$ cat config.mk
export PLATFORM = sky130hd
export DESIGN_NAME = mem_arbiter
export DESIGN_NICKNAME = d
export VERILOG_FILES = /design/src/rtl/mem_arbiter.sv
export SDC_FILE = /design/constraint.sdc
export NUM_CORES = 1
export LEC_CHECK = 0
export ABC_AREA = 0
export BUFFER_PORTS_ARGS = -buffer_cell sky130_fd_sc_hd__buf_2
export CAP_MARGIN = 20
export CORE_AREA = 2 2 109 111
export DETAILED_ROUTE_END_ITERATION = 6
export DIE_AREA = 0 0 111 113
export SLEW_MARGIN = 20
export SYNTH_ARGS = -nofsm -noshare
export SYNTH_HDL_FRONTEND = slang
export SYNTH_SLANG_ARGS = --single-unit
$ cat constraint.sdc
create_clock -name clk -period 2.28 [get_ports clk]
set_input_delay 0.114 -clock clk [delete_from_list [all_inputs] [get_ports clk]]
set_output_delay 0.114 -clock clk [all_outputs]
set_load 0.02 [all_outputs]
$ cat src/rtl/mem_arbiter.sv
// mem_arbiter
// Shares one memory port between the instruction-fetch master (if_*) and the
// load/store master (ls_*). One transaction is in flight at a time. The
// winner owns the port until its read data or write acknowledge comes back.
// Load/store normally wins. Fetch is forced through after STARVE_MAX
// consecutive load/store wins that happened while fetch was waiting.
//
// Ports
//   clk, rst                  clock (rising edge), async reset (active low)
//   if_req_i/if_addr_i        fetch request and address
//   if_gnt_o/if_rvalid_o      fetch address accepted / fetch data valid
//   if_rdata_o                fetch data (qualified by if_rvalid_o)
//   ls_req_i/ls_we_i/ls_be_i  data request, store flag, byte enables
//   ls_addr_i/ls_wdata_i      data address and store data
//   ls_gnt_o/ls_rvalid_o      data address accepted / load data or store done
//   ls_rdata_o                load data (qualified by ls_rvalid_o)
//   mem_*_o                   memory request side
//   mem_gnt_i/mem_rvalid_i    memory address accept / response valid
//   mem_rdata_i               memory read data
//   hold_flag_o               stall request to ctrl while a data access is pending
//
// state | meaning
// IDLE  | no transaction; arbitrate every cycle
// REQ   | address phase for owner; waiting for mem_gnt_i
// WAIT  | address accepted; waiting for mem_rvalid_i, then re-arbitrate
module mem_arbiter #(
  parameter int AW         = 32,
  parameter int DW         = 32,
  parameter int STARVE_MAX = 4
) (
  input  logic            clk,
  input  logic            rst,
  input  logic            if_req_i,
  input  logic [AW-1:0]   if_addr_i,
  output logic            if_gnt_o,
  output logic            if_rvalid_o,
  output logic [DW-1:0]   if_rdata_o,
  input  logic            ls_req_i,
  input  logic            ls_we_i,
  input  logic [DW/8-1:0] ls_be_i,
  input  logic [AW-1:0]   ls_addr_i,
  input  logic [DW-1:0]   ls_wdata_i,
  output logic            ls_gnt_o,
  output logic            ls_rvalid_o,
  output logic [DW-1:0]   ls_rdata_o,
  output logic            mem_req_o,
  output logic            mem_we_o,
  output logic [DW/8-1:0] mem_be_o,
  output logic [AW-1:0]   mem_addr_o,
  output logic [DW-1:0]   mem_wdata_o,
  input  logic            mem_gnt_i,
  input  logic            mem_rvalid_i,
  input  logic [DW-1:0]   mem_rdata_i,
  output logic            hold_flag_o
);

  typedef enum logic [1:0] {
    IDLE = 2'd0,
    REQ  = 2'd1,
    WAIT = 2'd2
  } state_t;

  localparam logic       OWN_IF     = 1'b0;
  localparam logic       OWN_LS     = 1'b1;
  localparam logic [3:0] STARVE_LIM = 4'(STARVE_MAX);

  state_t     state_q, state_d;
  logic       owner_q, owner_d;
  logic [3:0] starve_q, starve_d;

  logic arb_en;
  logic if_urgent;
  logic ls_win;
  logic if_win;
  logic ls_rv;

  always_ff @(posedge clk or negedge rst) begin
    if (!rst) begin
      state_q  <= IDLE;
      owner_q  <= OWN_IF;
      starve_q <= 4'd0;
    end else begin
      state_q  <= state_d;
      owner_q  <= owner_d;
      starve_q <= starve_d;
    end
  end

  always_comb begin
    state_d     = state_q;
    owner_d     = owner_q;
    starve_d    = starve_q;
    mem_req_o   = 1'b0;
    mem_we_o    = 1'b0;
    mem_be_o    = '0;
    mem_addr_o  = '0;
    mem_wdata_o = '0;
    if_gnt_o    = 1'b0;
    ls_gnt_o    = 1'b0;
    if_rvalid_o = 1'b0;
    ls_rv       = 1'b0;

    // Arbitration happens when the port is free: in IDLE, or on the response
    // cycle of the current transaction (back-to-back issue).
    arb_en    = (state_q == IDLE) || ((state_q == WAIT) && mem_rvalid_i);
    if_urgent = if_req_i && (starve_q == STARVE_LIM);
    ls_win    = ls_req_i && !if_urgent;
    if_win    = if_req_i && !ls_win;

    case (state_q)
      IDLE, WAIT: begin
        if (state_q == WAIT) begin
          if_rvalid_o = mem_rvalid_i && (owner_q == OWN_IF);
          ls_rv       = mem_rvalid_i && (owner_q == OWN_LS);
        end
        if (arb_en) begin
          if (ls_win) begin
            owner_d = OWN_LS;
            state_d = REQ;
            if (if_req_i && (starve_q != 4'hF)) starve_d = starve_q + 4'd1;
          end else if (if_win) begin
            owner_d  = OWN_IF;
            state_d  = REQ;
            starve_d = 4'd0;
          end else begin
            state_d = IDLE;
          end
        end
      end
      REQ: begin
        mem_req_o = 1'b1;
        if (owner_q == OWN_LS) begin
          mem_we_o    = ls_we_i;
          mem_be_o    = ls_be_i;
          mem_addr_o  = ls_addr_i;
          mem_wdata_o = ls_wdata_i;
          ls_gnt_o    = mem_gnt_i;
        end else begin
          mem_be_o   = '1;
          mem_addr_o = if_addr_i;
          if_gnt_o   = mem_gnt_i;
        end
        if (mem_gnt_i) state_d = WAIT;
      end
      default: state_d = IDLE;
    endcase
  end

  assign ls_rvalid_o = ls_rv;
  assign if_rdata_o  = mem_rdata_i;
  assign ls_rdata_o  = mem_rdata_i;

  // ls_req_i feeds this combinationally, so reset gates it to keep the stall
  // request low while the block is held in reset.
  assign hold_flag_o = rst && (ls_req_i || ((owner_q == OWN_LS) && (state_q != IDLE))) && !ls_rv;

endmodule

==> metrics.md, run 1 <==
| Metric | Value |
|---|---|
| Status | `finished, final reports clean` |
| Root buf cell | `clkbuf_16` |
| Clk_skew | `0.00134 ns` |
| Top-area cell type share of the netlist area | `0.280` |
| Initial DRC Count | `just over 60` |
| Clk sink count | `7` |
| First-pass GRT wire length | `9250 microns` |
| Horiz. Die Dim | `111 microns` |
| Worst slack at placement | `0.824 ns` |
| Full die area | `between 10,000 and 15,000 sq um` |
| Post-synth net total | `about 370` |
| Final std cells w/o fill | `485` |
| Final hold slack | `0.152 ns` |
| Final Cycle Share | `0.735` |
| Main area contributors after synthesis | `buf_4 (28%), mux2i_1 (19%), and3_1 (13%)` |
| DRC Markers | `0` |
| Reg area | `between 150 and 200 sq um` |
| Clock Tree Buf Depth | `2` |
| VDD IR-drop max | `roughly 0.36 mV` |
| Worst EP required | `2.17 ns` |
| Crit. End Element | `primary output` |
| RR Startpoint | `starve_q[0]$_DFFE_PN0P_` |
| # setup viols final | `0` |
| Layout net count | `between 400 and 500` |
| Cells after synthesis | `233` |
| Routed WL | `6310 microns` |
| Kind of critical path | `reg -> out` |
| Hold_buf cts | `1` |
| Cell area power density | `1190 nW/um^2` |
| DP Cell Count | `between 400 and 500` |
| Vias per cell | `4.00` |
| Clk slew on worst S/H paths | `0.03 ns` |
| Slew HR | `0.718` |
| Buffers on Ports | `181` |
| Largest net degree at the start of global routing | `46` |
| Hold depth | `2` |
| Core area | `between 10,000 and 15,000 sq um` |
| P_leak | `approximately 1.5 nW` |
| Clk_lat worst skew | `0.23 ns` |
| DP HPWL | `5180 microns` |
| CTS-repair resized insts | `0` |
| TritonCTS buffer count | `3` |
| Final Hold Fails | `0` |
| Synth Cell Area | `1800 sq um` |
| Overall power | `0.00285 W` |
| Minimum clock period | `about 1.7 ns` |
| Slowest stage delay, CP | `around 0.39 ns` |
| Die Y | `113 microns` |
| Reg2reg path depth | `5` |
| CP arrival | `1.56 ns` |
| Crit. Startpoint | `owner_q$_DFFE_PN0P_` |
| DR WL/cell | `13.0 microns` |
| Vias | `between 1,500 and 2,000` |
| Ports | `about 280` |
| Multi-input logic area | `986 sq um` |
| CP bufs+invs | `2` |
| Synth warn | `0` |
| Row cnt | `39` |
| Synth unique cells | `30` |
| Htree depth | `1` |
| Pre-antenna DRT Iters | `4` |
| Fmax | `around 0.60 GHz` |
| CTS tree | `built` |
| Crit Path Max Fanout | `45` |
| Area delta synth->final | `32.9%` |
| Hold Path Class | `in -> reg` |
| Total gr overflow | `0` |
| Mapped Avg Cell Area | `around 7.7 sq um` |
| Vias in the first global route | `1,835` |
| Max-slew violations | `0` |
| Gpl congestion | `0.781` |
| Top delay family on crit path | `buffers and inverters` |
| Leading area contributor after synthesis | `buf_4` |
| RSZ-0062 raised after global routing | `no` |
| FF+latch count, synth | `7` |
| Antenna diodes | `0` |
| Filler cell count | `1,262` |
| Fin worst setup slack | `0.604 ns` |
| Sequential-to-total area share from yosys stat | `0.0975` |
| Slowest library cell on the worst path | `dfrtp_2` |
| Stages on worst setup path | `4` |
| Max Cap Viol | `0` |
| ANT nets after route | `0` |
| Hold wc startpoint | `mem_gnt_i` |
| Critical path, cell by cell | `buf_4, mux2i_1, nor2_1, buf_2` |
| Worst-Margin Slew | `0.423 ns` |
| Crit start category | `register` |
| GRT Util Overall | `0.0896` |
| Setup TNS | `0 ns` |
| Antenna violations before repair | `0` |
| Number of setup buffers added after CTS | `0` |
| Share of cells above drive strength 1 | `0.567` |
| Initial Utilization | `0.159` |
[worst paths after layout]
| kind | slack (ns) | endpoint |
|---|---|---|
| setup / recovery | 0.60 | mem_addr_o[16] |
| hold / removal | 0.15 | state_q[0]$_DFFE_PN0P_ |
| setup reg to reg | 0.93 | starve_q[3]$_DFFE_PN0P_ |
| hold reg to reg | 0.58 | starve_q[3]$_DFFE_PN0P_ |
| max in group asynchronous | 1.84 | owner_q$_DFFE_PN0P_ |
| min in group asynchronous | 0.25 | starve_q[1]$_DFFE_PN0P_ |
[logic make-up (layout without fill, tap and decap cells)]
family | after synthesis | in the layout | synth area share
compound gates | 13 | 13 | 0.0557
fa+ha+maj | 2 | 2 | 0.0139
buf+inv | 86 | 195 | 0.354
flops | 7 | 7 | 0.0975
mux | 35 | 35 | 0.195
simple gates | 90 | 90 | 0.284
[synthesized netlist by cell type (all sizes together)]
cell and n:
a31oi 1, nor2b 3, o21ai 1, nor2 33, dfrtp 7, a41oi 1
and4 1, and4b 1, nand2b 3, nand3 3, o22ai 2, clkbuf 3
o21bai 1, inv 6, buf 77, and3 36, o21a 6, and2b 2
a311oi 1, nor3 3, ha 2, mux2i 35, nand4b 1, nand2 4
[per-stage QoR]
step | area [sq um] | util
after floorplan | 1800 | -
after global placement | 2300 | 0.204
after detailed placement | 2300 | 0.204
after CTS | 2390 | 0.212
after global routing | 2390 | 0.212
final | 2390 | 0.212
[power by group]
| part | leakage [nW] | internal (W) | switching, W | total (W) |
|---|---|---|---|---|
| logic | 1.41 | 0.000840 | 0.00146 | 0.00230 |
| registers | 0.0868 | 0.000180 | 0.0000737 | 0.000254 |
| clock network | 0.0382 | 0.000233 | 0.0000660 | 0.000299 |
[metal layers]
layer,GRT usage,routed length (microns),vias to the layer above,share of wire
li1,-,-,939,-
met1,0.104,2480,886,0.39
met2,0.160,3160,88,0.50
met3,0.0198,535,25,0.085
met4,0.0367,145,0,0.023
met5,0,0,-,0
[layout make-up]
cell class / count / area share
flip-flops and latches: 7 / 0.0739
multi-input cells: 140 / 0.413
repair buffers: 185 / 0.393
well taps: 143 / 0.0749
clock buffers: 4 / 0.0330
inverters: 6 / 0.0126
[layout by cell type, fill, tap and decap left out, types with 3 or more instances in the layout]
master / instances
nand2_1: 4
nand2b_1: 3
nand3_1: 3
buf_2: 181
buf_4: 3
o21a_1: 6
mux2i_1: 35
inv_1: 5
and3_1: 36
nor2_1: 33
dfrtp_1: 6
clkbuf_16: 3
[registers in the layout (all words and copies together) (netlist names)]
signal / cells
starve_q: 4
owner_q: 1
state_q: 2
(Power assumes the default switching activity.)
==> run 2, diff against run 1 <==
--- a/config.mk
+++ b/config.mk
@@ -5,12 +5,12 @@
 export SDC_FILE = /design/constraint.sdc
 export NUM_CORES = 1
 export LEC_CHECK = 0
-export ABC_AREA = 0
+export ABC_AREA = 1
 export BUFFER_PORTS_ARGS = -buffer_cell sky130_fd_sc_hd__buf_2
 export CAP_MARGIN = 20
-export CORE_AREA = 2 2 109 111
+export CORE_AREA = 2 2 106 108
 export DETAILED_ROUTE_END_ITERATION = 6
-export DIE_AREA = 0 0 111 113
+export DIE_AREA = 0 0 108 110
 export SLEW_MARGIN = 20
 export SYNTH_ARGS = -nofsm -noshare
 export SYNTH_HDL_FRONTEND = slang
==> constraint.sdc (replaced) <==
create_clock -name clk -period 1.6 [get_ports clk]
set_input_delay 0.08 -clock clk [delete_from_list [all_inputs] [get_ports clk]]
set_output_delay 0.08 -clock clk [all_outputs]
set_load 0.02 [all_outputs]
==> metrics.md, run 2 <==
| Metric | Value |
|---|---|
| CTS-repair resized insts | `0` |
| Setup TNS | `0 ns` |
| CTS tree | `built` |
| Synth Cell Area | `between 1500 and 2000 sq um` |
| Status | `finished, final reports clean` |
| GRT Util Overall | `0.0915` |
| Routed WL | `around 6200 microns` |
| # setup viols final | `0` |
| Post-synth top cells | `nand2_1 (113), buf_4 (65), nor2_1 (48)` |
| Antenna diodes | `0` |
| Top-area cell type share of the netlist area | `0.255` |
| Hold Path Class | `in -> reg` |
| Most frequent cell after synthesis | `nand2_1` |
| Worst EP required | `1.52 ns` |
| Htree depth | `1` |
| RSZ-0062 raised after global routing | `no` |
| Leading cell types in the layout, fill and taps excluded | `buf_2 (181), nand2_1 (113), nor2_1 (48)` |
| Vias | `2,106` |
| Clock Tree Buf Depth | `2` |
| Post-synth net total | `between 400 and 500` |
| Crit Path Max Fanout | `48` |
| ANT nets after route | `0` |
| Final Cycle Share | `0.906` |
| Pre-antenna DRT Iters | `4` |
| TritonCTS buffer count | `3` |
| Mapped Avg Cell Area | `6.07 sq um` |
| Synth unique cells | `24` |
| Worst slack at placement | `0.388 ns` |
| Buffers on Ports | `between 150 and 200` |
| Synth warn | `0` |
| Gpl congestion | `0.772` |
| Crit. End Element | `primary output` |
| Max Cap Viol | `0` |
| Worst-Margin Slew | `0.270 ns` |
| Core area | `10,700 sq um` |
| Kind of critical path | `reg -> out` |
| FF+latch count, synth | `7` |
| Crit start category | `register` |
| Share of flip-flops with an asynchronous set or reset | `1.00` |
| Horiz. Die Dim | `between 100 and 150 microns` |
| Initial Utilization | `0.179` |
| P_leak | `1.43 nW` |
| Cell area power density | `~1500 nW/um^2` |
| VDD IR-drop max | `0.925 mV` |
| Clk sink count | `7` |
| Vias in the first global route | `1,723` |
| Post-synth EDFFs | `0` |
| Leading area contributor after synthesis | `buf_4` |
| Layout net count | `567` |
| Ports | `approximately 280` |
| Final Hold Fails | `0` |
| Full die area | `11,900 sq um` |
| Row cnt | `38` |
| Max reg flops | `4` |
| DR WL/cell | `11.0 microns` |
| Vias per cell | `3.73` |
| Max-slew violations | `0` |
| Top Registers | `starve_q: 4 flops, state_q: 2 flops, owner_q: 1 flops` |
| Final core utilization | `0.235` |
| Root buf cell | `clkbuf_8` |
| Sequential-to-total area share from yosys stat | `0.0914` |
| Clk slew on worst S/H paths | `0.04 ns` |
| Total gr overflow | `0` |
| Fmax | `0.690 GHz` |
| Die Y | `110 microns` |
| Antenna violations before repair | `0` |
| Share of cells above drive strength 1 | `0.544` |
| CP arrival | `1.37 ns` |
| Synth Flop Type | `dfrtp_1` |
| Most common cell after layout, fill and taps aside | `buf_2` |
| Clk_skew | `0.000440 ns` |
| First-pass GRT wire length | `8720 microns` |
| Area delta synth->final | `30.9%` |
| DP HPWL | `5000 microns` |
| Fin worst setup slack | `0.151 ns` |
| Main area contributors after synthesis | `buf_4 (25%), nand2_1 (22%), a21oi_2 (15%)` |
| Largest net degree at the start of global routing | `49` |
| Initial DRC Count | `120` |
| Cells after synthesis | `316` |
| Largest Register | `starve_q` |
| Minimum clock period | `1.45 ns` |
| DRC Markers | `0` |
| Clk_lat worst skew | `0.23 ns` |
| Slew HR | `0.820` |
## run 2: changes by cell type after synthesis, sizes merged, moves of 2 or more
| cell | previous run | this run |
|---|---|---|
| nand2 | 4 | 114 |
| and3 | 36 | 0 |
| mux2i | 35 | 0 |
| a21oi | 0 | 33 |
| nor2 | 33 | 50 |
| buf | 77 | 83 |
| o21a | 6 | 0 |
| inv | 6 | 11 |
| o21ai | 1 | 5 |
| clkbuf | 3 | 0 |
| nand2b | 3 | 0 |
| nor2b | 3 | 0 |
| and2b | 2 | 0 |
| nand4 | 0 | 2 |
## run 2: power by group
part | internal (W) | switching [W] | total, W
clock | 0.000173 | 0.0000821 | 0.000255
sequential | 0.000250 | 0.0000896 | 0.000340
combinational | 0.00109 | 0.00215 | 0.00325
## run 2: cells by family (layout without fill, tap and decap cells)
logic type,Yosys count,in the layout,share of synthesized area
AND/OR/NAND/NOR,173,173,0.362
buffers and inverters,94,203,0.364
AO/OA/AOI/OAI,39,39,0.165
flip-flops,7,7,0.0914
adder cells (fa/ha/maj),2,2,0.0131
XOR/XNOR,1,1,0.00457
## run 2: timing repair
item | 4_1_cts | 5_1_grt
buffers inserted | 0 | 0
endpoints found under the hold margin | 7 | 0
hold buffers | 1 | 0
## run 2: routing by layer
layer,share of wire,up-vias,GRT usage
met1,0.40,865,0.109
met4,0.031,0,0.0403
met2,0.49,85,0.159
li1,-,1126,-
met3,0.072,30,0.0182
met5,0,-,0
## run 2: worst paths after layout
| kind | from | endpoint | slack, ns | depth (start not counted) |
|---|---|---|---|---|
| setup / recovery | state_q[1]$_DFFE_PN0P_ | if_gnt_o | 0.15 | 5 |
| hold / removal | mem_gnt_i | state_q[0]$_DFFE_PN0P_ | 0.07 | 2 |
| setup reg to reg | starve_q[0]$_DFFE_PN0P_ | starve_q[3]$_DFFE_PN0P_ | 0.40 | 9 |
| hold reg to reg | state_q[0]$_DFFE_PN0P_ | state_q[1]$_DFFE_PN0P_ | 0.52 | 1 |
| max in group asynchronous | rst | owner_q$_DFFE_PN0P_ | 1.20 | 2 |
| min in group asynchronous | rst | state_q[1]$_DFFE_PN0P_ | 0.22 | 2 |
## run 2: stage by stage
stage	hold WS (ns)	total power (W)	area, sq um	cells
finish	0.0665	0.00384	2510	565
global route	0.102	0.00423	2510	565
CTS	0.0601	0.00392	2510	565
detailed placement	-0.0678	0.00364	2450	560
global placement	-0.0671	0.00364	2450	560
floorplan	-0.216	0.00300	1920	316
## run 2: area by class of cell
class                      instances  area (sq um)
fill                            1248          8190
clock buffer                       4          45.0
tap                              140           175
multi-input combinational        215          1040
inverter                          11          43.8
timing repair buffer             188          1020
sequential                         7           176
## run 2: critical path, stage by stage, from the launching register on
cell and delay (ns):
dfrtp_1 0.41, nor2_4 0.15, inv_4 0.06, buf_12 0.17
nor3_1 0.14, buf_2 0.19
==> run 3, diff against run 2 <==
--- a/config.mk
+++ b/config.mk
@@ -6,11 +6,13 @@
 export NUM_CORES = 1
 export LEC_CHECK = 0
 export ABC_AREA = 1
-export BUFFER_PORTS_ARGS = -buffer_cell sky130_fd_sc_hd__buf_2
 export CAP_MARGIN = 20
 export CORE_AREA = 2 2 106 108
+export CTS_CLUSTER_DIAMETER = 80
 export DETAILED_ROUTE_END_ITERATION = 6
 export DIE_AREA = 0 0 108 110
+export DONT_BUFFER_PORTS = 1
+export HOLD_SLACK_MARGIN = 0.02
 export SLEW_MARGIN = 20
 export SYNTH_ARGS = -nofsm -noshare
 export SYNTH_HDL_FRONTEND = slang
==> metrics.md, run 3 (same netlist as run 2, synthesis figures left out) <==
| Metric | Value |
|---|---|
| Status | `finished, final reports clean` |
| Critical path, cell by cell | `nor2_4, inv_6, buf_12, nor2_1` |
| Largest Register | `starve_q` |
| Hold Path Class | `in -> reg` |
| Final Cycle Share | `0.970` |
| Fin worst setup slack | `0.0472 ns` |
| Root buf cell | `clkbuf_8` |
| DR WL/cell | `13.1 microns` |
| Top Registers | `starve_q: 4 flops, state_q: 2 flops, owner_q: 1 flops` |
| Horiz. Die Dim | `108 microns` |
| Power share of the clock group | `0.074` |
| Most common cell after layout, fill and taps aside | `nand2_1` |
| Layout net count | `408` |
| Crit start category | `register` |
| Vias in the first global route | `1,363` |
| DP HPWL | `4260 microns` |
| Net Sw Power | `roughly 0.0022 W` |
| Initial DRC Count | `74` |
| Setup TNS | `0 ns` |
| Final std cells w/o fill | `406` |
| Routed WL | `5320 microns` |
| Largest net degree at the start of global routing | `70` |
| Comb pwr share | `0.828` |
| Full die area | `11,900 sq um` |
| Area delta synth->final | `-7.31%` |
| Fmax | `between 0.6 and 0.7 GHz` |
| CP arrival | `1.47 ns` |
| Met2 wire length | `2730 microns` |
| Reg2reg path depth | `9` |
| Slew HR | `0.730` |
| Leading cell types in the layout, fill and taps excluded | `nand2_1 (113), nor2_1 (43), a21oi_2 (32)` |
| DP Cell Count | `399` |
| First-pass GRT wire length | `just under 7000 microns` |
| Antenna violations before repair | `0` |
| Final hold slack | `0.0222 ns` |
| Vias | `1,649` |
| Cell area power density | `between 1500 and 2000 nW/um^2` |
| Kind of critical path | `reg -> out` |
| Final Hold Fails | `0` |
| P_leak | `slightly above 0.7 nW` |
| Initial Utilization | `0.179` |
| Gpl congestion | `0.827` |
| Minimum clock period | `1.55 ns` |
| Max Cap Viol | `0` |
| Top routing layer used | `met4` |
| Max reg flops | `4` |
| Clk_lat worst skew | `approximately 0.23 ns` |
| Htree depth | `1` |
| Clk slew on worst S/H paths | `0.04 ns` |
| VDD IR-drop max | `roughly 1.1 mV` |
| Ports | `about 280` |
| Wl on met1 | `2020 microns` |
| Met3 routed WL | `~400 microns` |
| Antenna diodes | `0` |
| Vias per cell | `slightly above 4` |
| Clk_skew | `around 0.0021 ns` |
| Filler cell count | `between 1,000 and 1,500` |
| Clock Tree Buf Depth | `2` |
| Crit. End Element | `primary output` |
| Share of cells above drive strength 1 | `0.282` |
| # setup viols final | `0` |
| Die Y | `110 microns` |
| Sequential fraction of design power | `0.098` |
| DRC Markers | `0` |
| TritonCTS buffer count | `3` |
| Int Pwr | `0.00127 W` |
| Clk sink count | `7` |
| Crit Path Max Fanout | `31` |
| GRT Util Overall | `0.0734` |
| Slowest library cell on the worst path | `dfrtp_1` |
| CTS tree | `built` |
| Total gr overflow | `0` |
| Sw frac | `0.637` |
| Row cnt | `38` |
| Worst EP required | `1.52 ns` |
| Pre-antenna DRT Iters | `4` |
| Worst-Margin Slew | `approximately 0.4 ns` |
| ANT nets after route | `0` |
| Buffers on Ports | `0` |
| RSZ-0062 raised after global routing | `yes` |
| Max-slew violations | `0` |
| Slowest stage delay, CP | `0.42 ns` |
| Hold depth | `2` |
| Worst slack at placement | `around 0.27 ns` |
| Core area | `10,700 sq um` |
## run 3: routing by layer
| layer | up-vias | track usage |
|---|---|---|
| met5 | - | 0 |
| met4 | 0 | 0.0385 |
| met3 | 22 | 0.0118 |
| met2 | 91 | 0.129 |
| met1 | 723 | 0.0857 |
| li1 | 813 | - |
## run 3: path summary, 6_finish.rpt
check	start	to	slack [ns]
setup / recovery	state_q[1]$_DFFE_PN0P_	mem_wdata_o[2]	0.05
min in group asynchronous	rst	starve_q[0]$_DFFE_PN0P_	0.19
max in group asynchronous	rst	owner_q$_DFFE_PN0P_	1.12
hold / removal	ls_req_i	starve_q[1]$_DFFE_PN0P_	0.02
hold reg to reg	state_q[0]$_DFFE_PN0P_	state_q[1]$_DFFE_PN0P_	0.52
setup reg to reg	starve_q[0]$_DFFE_PN0P_	starve_q[3]$_DFFE_PN0P_	0.33
## run 3: worst max-delay path: cells and delay by family (launching register included)
family        cells  cell delay (ns)
simple gates      2             0.51
flops             1             0.42
buf+inv           2             0.29
## run 3: area by class of cell
class	instances	area [sq um]	area share
Multi-Input combinational cell	215	1060	0.595
Timing Repair Buffer	29	275	0.155
Sequential cell	7	176	0.0993
Tap cell	140	175	0.0986
Inverter	11	47.5	0.0268
Clock buffer	4	45.0	0.0254
## run 3: through the flow
stage | utilization | total power, W | area (sq um)
after detailed placement | 0.158 | 0.00324 | 1690
after global placement | 0.158 | 0.00322 | 1690
after global routing | 0.166 | 0.00382 | 1780
after CTS | 0.165 | 0.00352 | 1760
after floorplan | - | 0.00300 | 1920
final | 0.166 | 0.00349 | 1780
## run 3: repair_timing
action	4_1_cts	5_1_grt
resized for setup	0	7
setup buffers	0	0
hold buffers	3	0
setup endpoints to repair	0	35
hold endpoints to repair	9	0
## run 3: power by group through the flow
stage          registers, W  logic, W  clock network [W]
2_1_floorplan      0.000311   0.00269                  0
3_3_place_gp       0.000338   0.00288                  0
3_5_place_dp       0.000341   0.00290                  0
4_1_cts            0.000340   0.00291           0.000266
5_1_grt            0.000350   0.00320           0.000270
6_report           0.000343   0.00289           0.000256
